<file path="src/rtl/paddsb_seq.sv">
// paddsb_seq: packed signed saturating add of four 4-bit lanes.
// A single saturating adder is time-shared across the lanes, one lane per
// cycle, starting at lane 0. The result is presented with a one-cycle done pulse.

// Single-lane signed saturating adder (no carry in or out).
module paddsb_sat_add #(
    parameter int LANE_W = 4
) (
    input  logic [LANE_W-1:0] a,
    input  logic [LANE_W-1:0] b,
    output logic [LANE_W-1:0] s,
    output logic              ovf
);
    logic [LANE_W-1:0] raw;

    // Wrapped sum, overflow detect on sign mismatch, clamp toward the operand sign
    always_comb begin
        raw = a + b;
        ovf = (a[LANE_W-1] == b[LANE_W-1]) && (raw[LANE_W-1] != a[LANE_W-1]);
        if (!ovf)
            s = raw;
        else if (a[LANE_W-1])
            s = {1'b1, {(LANE_W-1){1'b0}}};
        else
            s = {1'b0, {(LANE_W-1){1'b1}}};
    end
endmodule

module paddsb_seq #(
    parameter int NUM_LANES = 4,
    parameter int LANE_W    = 4
) (
    input  logic                        clk,
    input  logic                        rst,
    input  logic                        start,
    input  logic [NUM_LANES*LANE_W-1:0] A,
    input  logic [NUM_LANES*LANE_W-1:0] B,
    output logic                        busy,
    output logic                        done,
    output logic [NUM_LANES*LANE_W-1:0] Sum,
    output logic                        Error
);
    localparam int CNT_W = (NUM_LANES > 1) ? $clog2(NUM_LANES) : 1;

    typedef enum logic [1:0] {
        IDLE = 2'd0,
        CALC = 2'd1,
        DONE = 2'd2
    } state_t;

    typedef logic [NUM_LANES-1:0][LANE_W-1:0] lanes_t;

    state_t           state_q, state_d;
    logic [CNT_W-1:0] cnt_q, cnt_d;
    lanes_t           a_q, a_d;
    lanes_t           b_q, b_d;
    lanes_t           sum_q, sum_d;
    logic             err_q, err_d;

    logic [LANE_W-1:0] lane_s;
    logic              lane_ovf;

    // The one shared adder sees the lane selected by the counter
    paddsb_sat_add #(.LANE_W(LANE_W)) u_add (
        .a   (a_q[cnt_q]),
        .b   (b_q[cnt_q]),
        .s   (lane_s),
        .ovf (lane_ovf)
    );

    // Next-state, operand latch and per-lane result accumulation
    always_comb begin
        state_d = state_q;
        cnt_d   = cnt_q;
        a_d     = a_q;
        b_d     = b_q;
        sum_d   = sum_q;
        err_d   = err_q;
        case (state_q)
            IDLE, DONE: begin
                if (start) begin
                    // Operands are captured here so later A/B changes are invisible
                    a_d     = A;
                    b_d     = B;
                    sum_d   = '0;
                    err_d   = 1'b0;
                    cnt_d   = '0;
                    state_d = CALC;
                end else begin
                    state_d = IDLE;
                end
            end
            CALC: begin
                sum_d[cnt_q] = lane_s;
                err_d        = err_q | lane_ovf;
                cnt_d        = cnt_q + CNT_W'(1);
                // Last lane written: stop here so the counter wrap never starts lane 0 again
                if (cnt_q == CNT_W'(NUM_LANES - 1))
                    state_d = DONE;
            end
            default: state_d = IDLE;
        endcase
    end

    // State registers; reset clears everything including the operand copies
    always_ff @(posedge clk) begin
        if (rst) begin
            state_q <= IDLE;
            cnt_q   <= '0;
            a_q     <= '0;
            b_q     <= '0;
            sum_q   <= '0;
            err_q   <= 1'b0;
        end else begin
            state_q <= state_d;
            cnt_q   <= cnt_d;
            a_q     <= a_d;
            b_q     <= b_d;
            sum_q   <= sum_d;
            err_q   <= err_d;
        end
    end

    // Status and results are direct views of the registered state
    always_comb begin
        busy  = (state_q == CALC);
        done  = (state_q == DONE);
        Sum   = sum_q;
        Error = err_q;
    end
endmodule
</file>
<file path="config.mk">
export PLATFORM = sky130hd
export DESIGN_NAME = paddsb_seq
export DESIGN_NICKNAME = d
export VERILOG_FILES = /design/src/rtl/paddsb_seq.sv
export SDC_FILE = /design/constraint.sdc
export NUM_CORES = 1
export LEC_CHECK = 0
export CORE_UTILIZATION = 53
export DETAILED_ROUTE_END_ITERATION = 10
export PLACE_DENSITY = 0.83
export SYNTH_ARGS = -nofsm -noshare
export SYNTH_HDL_FRONTEND = slang
export SYNTH_HIERARCHICAL = 1
export SYNTH_SLANG_ARGS = --single-unit
</file>
<file path="constraint.sdc">
create_clock -name clk -period 4.4 [get_ports clk]
set_clock_uncertainty 0.15 [all_clocks]
set_input_delay 0.88 -clock clk [delete_from_list [all_inputs] [get_ports clk]]
set_output_delay 0.88 -clock clk [all_outputs]
set_load 0.01 [all_outputs]
</file>
Yosys cells after proc, flatten, opt, wreduce, memory -nomap -nowiden
Cells that the tools add are included.
Storage, ports and cells
  output and inout bits: 19
  flip-flop bits (word level): 53
Operators by class
  $add $sub $neg: 2
  bitwise logic cells: 1
  reductions and logical operators: 7
  magnitude comparators: 2
  equality and inequality tests: 7
  multiplexer cells: 18
Operators by type and width (number)
  one-hot mux 16 bit (2 select lines): 1
  2-to-1 mux 4 bit: 5
  binary-select mux 4 bit (select 2 bit): 2
  bitwise mux 16 bit: 1
  2-to-1 mux 16 bit: 1
  demux 4 bit (select 2 bit): 1
  one-hot mux 2 bit (2 select lines): 2
  adder 4 bit: 1
  equality test 2 bit, second input constant: 2
  2-to-1 mux 2 bit: 2
  AND reduction 2 bit: 2
  < comparator 2 x 3 -> 1 bit, second input constant: 1
  adder 2 x 1 -> 2 bit, second input constant: 1
  equality test 2 x 1 -> 1 bit, second input constant: 1
  >= comparator 2 x 1 -> 1 bit, second input constant: 1
  logical AND 1 bit: 2
  zero test 2 bit: 1
  2-to-1 mux 1 bit: 2
  != test 2 x 1 -> 1 bit, second input constant: 1
  != test 2 bit, second input constant: 1
  one-hot mux 1 bit (2 select lines): 1
  nonzero test 2 bit: 1
  OR reduction 2 bit: 1
  equality test 1 bit: 1
  other kinds (2): 2

Logic depth before layout (Yosys ltp)
Gate-level depths: netlist of the first run.
  depth after elaboration: 8
  depth in mapped cells: 10
  gate-level depth less buffers: 9

Cells and area by module
The synthesis of the first run kept the hierarchy.
Modules (own cells, without submodules)
  paddsb_seq: instances 1, cells an instance 250, area an instance 2167.1 um^2, sequential area each 1061.0 um^2
  paddsb_sat_add: instances 1, cells an instance 27, area an instance 205.2 um^2, sequential area each 0.0 um^2

Least setup slack after synthesis of the first run
Ideal clock, no wire load.
  path type: register to register
  start: reg cnt_q[0]
  end: reg sum_q (netlist bit Sum[1])
  arrival time: 2553 ps
  path slack: 1626 ps
  required time: 4179 ps
  library setup time: 71 ps
  cell stages (with the launch flop): 10
  path through: dfxtp_1 -> buf_2 -> mux4_2 -> ha_1 -> inv_1 -> fa_1 -> and2_1 -> a211oi_1 -> nand3_1 -> a21oi_1
Between the ends
  cells in the longest elaborated chain, start to end: 8
  elaborated cells between the ends (all ways): 17
  those cells by class: add/sub: 1; order compare: 2; eq/ne: 2; mux: 10; reduce/logical: 2
RTL lines
  from (decl): RTL line 54  | logic [CNT_W-1:0] cnt_q, cnt_d;
  from (signal assigned): RTL line 116  | cnt_q <= cnt_d;
  binary-select mux 4 bit (select 2 bit), on equally long branches: RTL line 65, 66
  2-to-1 mux 4 bit, on equally long branches: RTL line 65, 66
  adder 4 bit: RTL line 18  | raw = a + b;
  != test 1 bit: RTL line 19  | ovf = (a[LANE_W-1] == b[LANE_W-1]) && (raw[LANE_W-1] != a[LANE_W-1]);
  logical AND 1 bit: RTL line 19
  2-to-1 mux 4 bit (*): RTL line 20  | if (!ovf)
  via lane_s[1]: RTL line 60  | logic [LANE_W-1:0] lane_s;
  bitwise mux 16 bit (*): RTL line 94  | sum_d[cnt_q] = lane_s;
  one-hot mux 16 bit (2 select lines) (*): RTL line 79  | case (state_q)
  to (signal assigned): RTL line 119  | sum_q <= sum_d;
  to (decl): RTL line 57  | lanes_t sum_q, sum_d;
The timed path passes the listed nets; every way through them passes the cells marked *. The select of a mux whose other input is x is not followed.
A chain may end at the register's enable or synchronous reset.

Worst setup path in the final report of the first run
  start: reg cnt_q[0]
  end: reg sum_q (netlist bit Sum[9])
Same word-level chain as after synthesis.

==> flow_metrics.py, run 1 <==
metrics = {
    "synth": {
        "yosysSeqAreaShare_pct": 44.7,
        "synth_edf_count": 0,
        "yosys_warnings": 6,
        "yosysTopAreaCell": "dfxtp_1",
        "yosys_register_bits": 53,
        "synthFlopType": "dfxtp_1",
        "synth_top_cells_by_area": "dfxtp_1, nand2_1, a21oi_1, mux4_2, nand3_1",
        "syn_nets": 320,
        "ys_types": 32,
        "yosys.area.top_type_share_pct": 44.7,
        "syn_area_um2": 2370,
        "syn_inst": 277,
        "netlist_top_cells_count": "nand2_1, dfxtp_1, a21oi_1",
        "syn_area_per_cell_um2": 8.56,
        "synth_most_common_cell": "nand2_1",
        "ys_async_sr_fraction_pct": 0,
    },
    "clock_tree": {
        "clk_pin_slew_ns": 0.10,
        "post_cts_buffers": 0,
        "numCtsBuffers": 5,
        "hold_buffers": 0,
        "cts_tree": "done",
        "ctsResizeCount": 0,
        "cts_buffer_depth": 2,
        "cts_max_level": 2,
        "clock-sinks": 53,
        "insertion_delay_ns": 0.31,
        "clock-root-buffer": "clkbuf_8",
    },
    "placed_design": {
        "gp_congestion": 0.823,
        "dpl-instance-area_um2": 2890,
        "post-dp-hpwl_um": 3660,
        "pre_cts_ws_ns": 1.14,
        "numPortBuffers": 53,
        "dpl.cell_count": 364,
    },
    "critical_path": {
        "worst-r2r-setup-slack_ns": 1.12,
        "endpoint": "Sum[9]",
        "endpoint_kind": "flop",
        "startpoint": "cnt_q[0]",
        "cp.required_ns": 4.48,
        "cp.arrival_ns": 3.36,
        "cp_slowest_stage_delay_ns": 0.73,
        "r2r_cells": 8,
        "crit_chain": "mux4_2 -> ha_1 -> inv_1 -> fa_1 -> and2_1 -> a211oi_1 -> nand3_1 -> a21oi_1",
        "cp_max_fo": 12,
        "slowest_stage": "dfxtp_1",
        "crit_type": "flop to flop",
        "start_kind": "flop",
        "reg2reg_from": "cnt_q[0]",
        "r2r-end": "Sum[9]",
    },
    "floorplanning": {
        "core_um2": 4140,
        "dieArea_um2": 4750,
        "rows": 23,
        "fp.dieW_um": 68.9,
        "pin_count": 54,
        "die_y_um": 68.9,
        "start_util_pct": 57.2,
    },
    "pwr": {
        "ir_drop_v": 0.000191,
        "cellPowerDensity_nw_per_um2": 318,
        "leakage_nw": 1.06,
    },
    "layout": {
        "layout-area-overhead-vs-synth_pct": 25.3,
        "post-route-util_pct": 71.7,
        "final_nets": 364,
        "filler_cell_count": 364,
        "final_cells": 372,
        "drive_above_1_share_pct": 7.14,
        "antennaDiodeCount": 0,
        "final_area_um2": 2970,
    },
    "grt": {
        "grt_pass1_wl_um": 8810,
        "grt_usage_pct": 25.6,
        "antenna_found_initial": 0,
        "grt_pass1_vias": 1952,
        "gr-total-overflow": 0,
        "grt_max_degree": 58,
    },
    "route": {
        "drc_errors": 0,
        "drtAntennaViolNets": 0,
        "firstDrtPassIters": 4,
        "vias": 2051,
        "routed_wl_um": 5300,
        "routedWlPerCell_um": 14.2,
        "vias_per_cell": 5.51,
        "drt-initial-drc-count": 192,
    },
    "timing": {
        "setup_ws_ns": 1.12,
        "tns_ns": 0,
        "post-route-period-util_pct": 74.5,
        "rsz0062_at_grt": "false",
        "finalHoldViolCount": 0,
        "final.min_clock_period_ns": 3.28,
        "setup_viol": 0,
        "worstMarginPinSlew_ns": 1.07,
        "timing.fmax_mhz": 305,
        "finalMaxSlewViolations": 0,
        "maxSlewHeadroom_pct": 28.8,
    },
    "run": {
        "drv_cap": 0,
    },
    "worst_hold_path": {
        "min_path_type": "flop to flop",
    },
    "outcome": {
        "outcome": "completed",
    },
}
==> through the flow <==
stage / hold WS [ns] / power [mW]
CTS: 0.309 / 0.950
floorplan: 0.283 / 0.628
global route: 0.328 / 0.990
global placement: 0.293 / 0.683
detailed placement: 0.296 / 0.688
finish: 0.310 / 0.946
==> how the worst min path moves through the flow <==
stage	slack (ns)	cells after the start	startpoint	to
final	0.31	2	b_q[12]	b_q[12]
after global routing	0.33	2	b_q[0]	b_q[0]
after CTS	0.31	2	b_q[14]	b_q[14]
after detailed placement	0.30	2	b_q[14]	b_q[14]
after global placement	0.29	2	b_q[0]	b_q[0]
after floorplan	0.28	2	a_q[10]	a_q[10]
==> layout make-up <==
class                      instances  area (µm²)  area share (%)
multi-input combinational        194        1180            39.7
sequential                        53        1060            35.7
timing repair buffer              55         541            18.2
clock buffer                       6        72.6            2.44
tap                               50        62.6            2.10
inverter                          12        45.0            1.52
clock inverter                     2        10.0           0.337
==> routing by layer <==
metal | vias to the layer above | track usage [%] | wire length [µm]
met5 | - | 0 | 0
met4 | 0 | 8.16 | 66
met3 | 6 | 5.26 | 241
met2 | 51 | 44.4 | 2590
met1 | 964 | 31.5 | 2400
li1 | 1030 | - | -
==> power by group <==
part	switching (mW)	internal, mW	total [mW]	leakage, nW
clock network	0.156	0.111	0.267	0.0450
logic	0.0831	0.0767	0.160	0.581
registers	0.0177	0.501	0.519	0.433
total	0.257	0.689	0.946	1.06
==> cells in the final DEF, fill, tap and decap left out, drive strengths merged <==
cell type,count
nand2,68
dfxtp,53
clkdlybuf4s50,52
a21oi,47
nand3,26
inv,12
mux4,8
ha,7
nand2b,6
clkbuf,6
o32ai,4
nor2,4
nor2b,4
nand3b,3
buf,3
a211oi,3
clkinv,2
or3b,2
and2b,1
mux2,1
a22oi,1
o21ai,1
a21o,1
a31oi,1
o21bai,1
xnor2,1
o221ai,1
and2,1
maj3,1
fa,1
==> sequential cells by signal (all words and copies together), names as in the netlist <==
name     cells
Sum         16
b_q         16
state_q      2
Error        1
a_q         16
cnt_q        2
==> critical path, delay by kind of cell, from the launching register on <==
kind                     cells  cell delay [ns]
buffers and inverters        1             0.07
multiplexers                 1             0.60
adder cells (fa/ha/maj)      2             0.66
AO/OA/AOI/OAI                2             0.66
flip-flops                   1             0.73
AND/OR/NAND/NOR              2             0.32
==> cells by family (layout without fill, tap and decap cells) <==
group,count (synthesis),count (layout),synth area share [%]
fa+ha+maj,9,9,4.96
flops,53,53,44.7
mux,9,9,8.23
buf+inv,30,75,5.59
xor+xnor,1,1,0.369
compound gates,60,60,14.3
simple gates,115,115,21.8
Note: power is estimated with default switching activity, not from simulation.
==> run 2: changes to the inputs <==
- CORE_UTILIZATION: 53 -> 45
- PLACE_DENSITY: 0.83 -> 0.75
- clock period: 4.4 -> 2.7 ns (I/O delays scaled with it)
==> run 2 against run 1 <==
Compared with the run above: cell count up 9.9%; design area up 10%; fmax up 22%; critical path depth up 1; first-iteration DRC count down 17%; sequential share of layout area down 3.2 points; global-route usage down 4.0 points; clock power up 130%; via count up 5.0%; routed wire length up 8.1%; combinational power up 100%; critical path type unchanged; critical endpoint is now Sum[1].
==> flow_metrics.py, run 2 (synthesis results as in run 1) <==
metrics = {
    "critical_path": {
        "cp_slowest_stage_delay_ns": 0.54,
        "start_kind": "flop",
        "cp_max_fo": 4,
        "cp.arrival_ns": 2.77,
        "critical_path_buf_inv_count": 2,
        "crit_family": "adder cells",
        "endpoint_kind": "flop",
        "cp.required_ns": 2.79,
        "crit_type": "flop to flop",
        "slowest_stage": "mux4_2",
        "crit_chain": "buf_6 -> mux4_2 -> ha_4 -> inv_2 -> fa_2 -> and2_4 -> a211oi_4 -> nand3_1 -> a21oi_1",
    },
    "layout": {
        "drive_above_1_share_pct": 16.5,
        "final_common_cell": "nand2_1",
        "layout_common_cells": "nand2_1, clkdlybuf4s50_1, dfxtp_1",
        "final_area_um2": 3270,
        "layout-area-overhead-vs-synth_pct": 37.8,
        "antennaDiodeCount": 0,
        "post-route-util_pct": 64.0,
        "final_nets": 381,
    },
    "grt": {
        "grt_max_degree": 47,
        "antenna_found_initial": 0,
        "grt_pass1_wl_um": 8940,
        "gr-total-overflow": 0,
        "grt_usage_pct": 21.6,
        "grt_pass1_vias": 1900,
    },
    "timing": {
        "post-route-period-util_pct": 99.5,
        "finalHoldViolCount": 0,
        "worstMarginPinSlew_ns": 0.798,
        "timing.hold.ws_ns": 0.307,
        "maxSlewHeadroom_pct": 46.8,
        "setup_viol": 0,
        "finalMaxSlewViolations": 0,
        "setup_ws_ns": 0.0145,
        "timing.fmax_mhz": 372,
        "rsz0062_at_grt": "true",
        "final.min_clock_period_ns": 2.69,
    },
    "clock_tree": {
        "cts_tree": "done",
        "insertion_delay_ns": 0.31,
        "numCtsBuffers": 5,
        "clk_pin_slew_ns": 0.09,
        "clock-root-buffer": "clkbuf_8",
        "clock-sinks": 53,
        "cts_max_level": 2,
        "cts_buffer_depth": 2,
    },
    "route": {
        "drt-met1-wl_um": 2430,
        "routed_wl_um": 5730,
        "top_layer_used": "met4",
        "drtAntennaViolNets": 0,
        "vias": 2153,
        "firstDrtPassIters": 4,
        "vias_per_cell": 5.26,
        "dr_wl_met3_um": 257,
        "drt-initial-drc-count": 159,
        "wl_met2_um": 2910,
        "drc_errors": 0,
        "routedWlPerCell_um": 14.0,
    },
    "floorplanning": {
        "fp.dieW_um": 74.6,
        "dieArea_um2": 5570,
        "rows": 26,
        "pin_count": 54,
        "core_um2": 5110,
        "die_y_um": 74.6,
        "start_util_pct": 46.4,
    },
    "placed_design": {
        "pre_cts_ws_ns": -0.0700,
        "gp_congestion": 0.789,
        "post-dp-hpwl_um": 3850,
        "dpl-instance-area_um2": 3010,
        "numPortBuffers": 53,
    },
    "pwr": {
        "switching_power_mw": 0.441,
        "cellInternalPower_mw": 1.35,
        "power_frac_comb_pct": 18.1,
        "power_frac_seq_pct": 47.0,
        "leakage_nw": 1.17,
        "power_frac_clock_pct": 34.9,
        "cellPowerDensity_nw_per_um2": 547,
        "ir_drop_v": 0.000341,
        "netSwitchingFraction_pct": 24.7,
    },
    "outcome": {
        "outcome": "completed",
    },
    "run": {
        "drv_cap": 0,
    },
    "worst_hold_path": {
        "min_path_type": "flop to flop",
    },
}
==> run 2: area by class of cell <==
type | count | area, µm²
fill | 442 | 1840
inverter | 12 | 45.0
clock buffer | 5 | 68.8
timing repair buffer | 72 | 676
sequential | 53 | 1060
tap | 70 | 87.6
multi-input combinational | 194 | 1260
clock inverter | 3 | 65.1
==> run 2: routing by layer <==
layer  vias to the layer above  track usage (%)
met4                         0             9.43
met2                        63             35.6
met3                        11             5.15
met5                         -                0
li1                       1063                -
met1                      1016             26.9
==> run 2: worst paths after layout <==
check	from	to	slack, ns	cells after the start
worst min-delay path	b_q[9]	b_q[9]	0.31	2
worst max register to register	cnt_q[0]	Sum[1]	0.01	9
worst min register to register	b_q[9]	b_q[9]	0.31	2
worst max-delay path	cnt_q[0]	Sum[1]	0.01	9
==> run 2: worst reg2reg max path: cells and delay by family, from the launching register on <==
family / cells / cell delay [ns]
buffers and inverters: 2 / 0.17
AO/OA/AOI/OAI: 2 / 0.48
adder cells (fa/ha/maj): 2 / 0.63
flip-flops: 1 / 0.35
multiplexers: 1 / 0.54
AND/OR/NAND/NOR: 2 / 0.30
==> run 2: metrics by stage <==
step	power (mW)	instances	setup TNS [ns]
after floorplan	1.03	277	0
after global placement	1.14	396	-0.0318
after detailed placement	1.14	396	-0.276
after CTS	1.77	404	0
after global routing	1.86	409	-0.213
final	1.79	409	0
==> run 2: timing repair <==
action,in CTS,in global routing
cloned,0,0
gates resized for setup,5,15
setup endpoints to repair,9,11
pin swaps,1,9
hold buffers,0,0
buffers inserted,0,5
==> run 2: power groups by stage <==
stage	registers [mW]	clock network (mW)	logic, mW
final	0.841	0.624	0.323
after global placement	0.856	0	0.279
after CTS	0.840	0.633	0.296
after floorplan	0.851	0	0.175
after global routing	0.845	0.666	0.350
after detailed placement	0.857	0	0.286
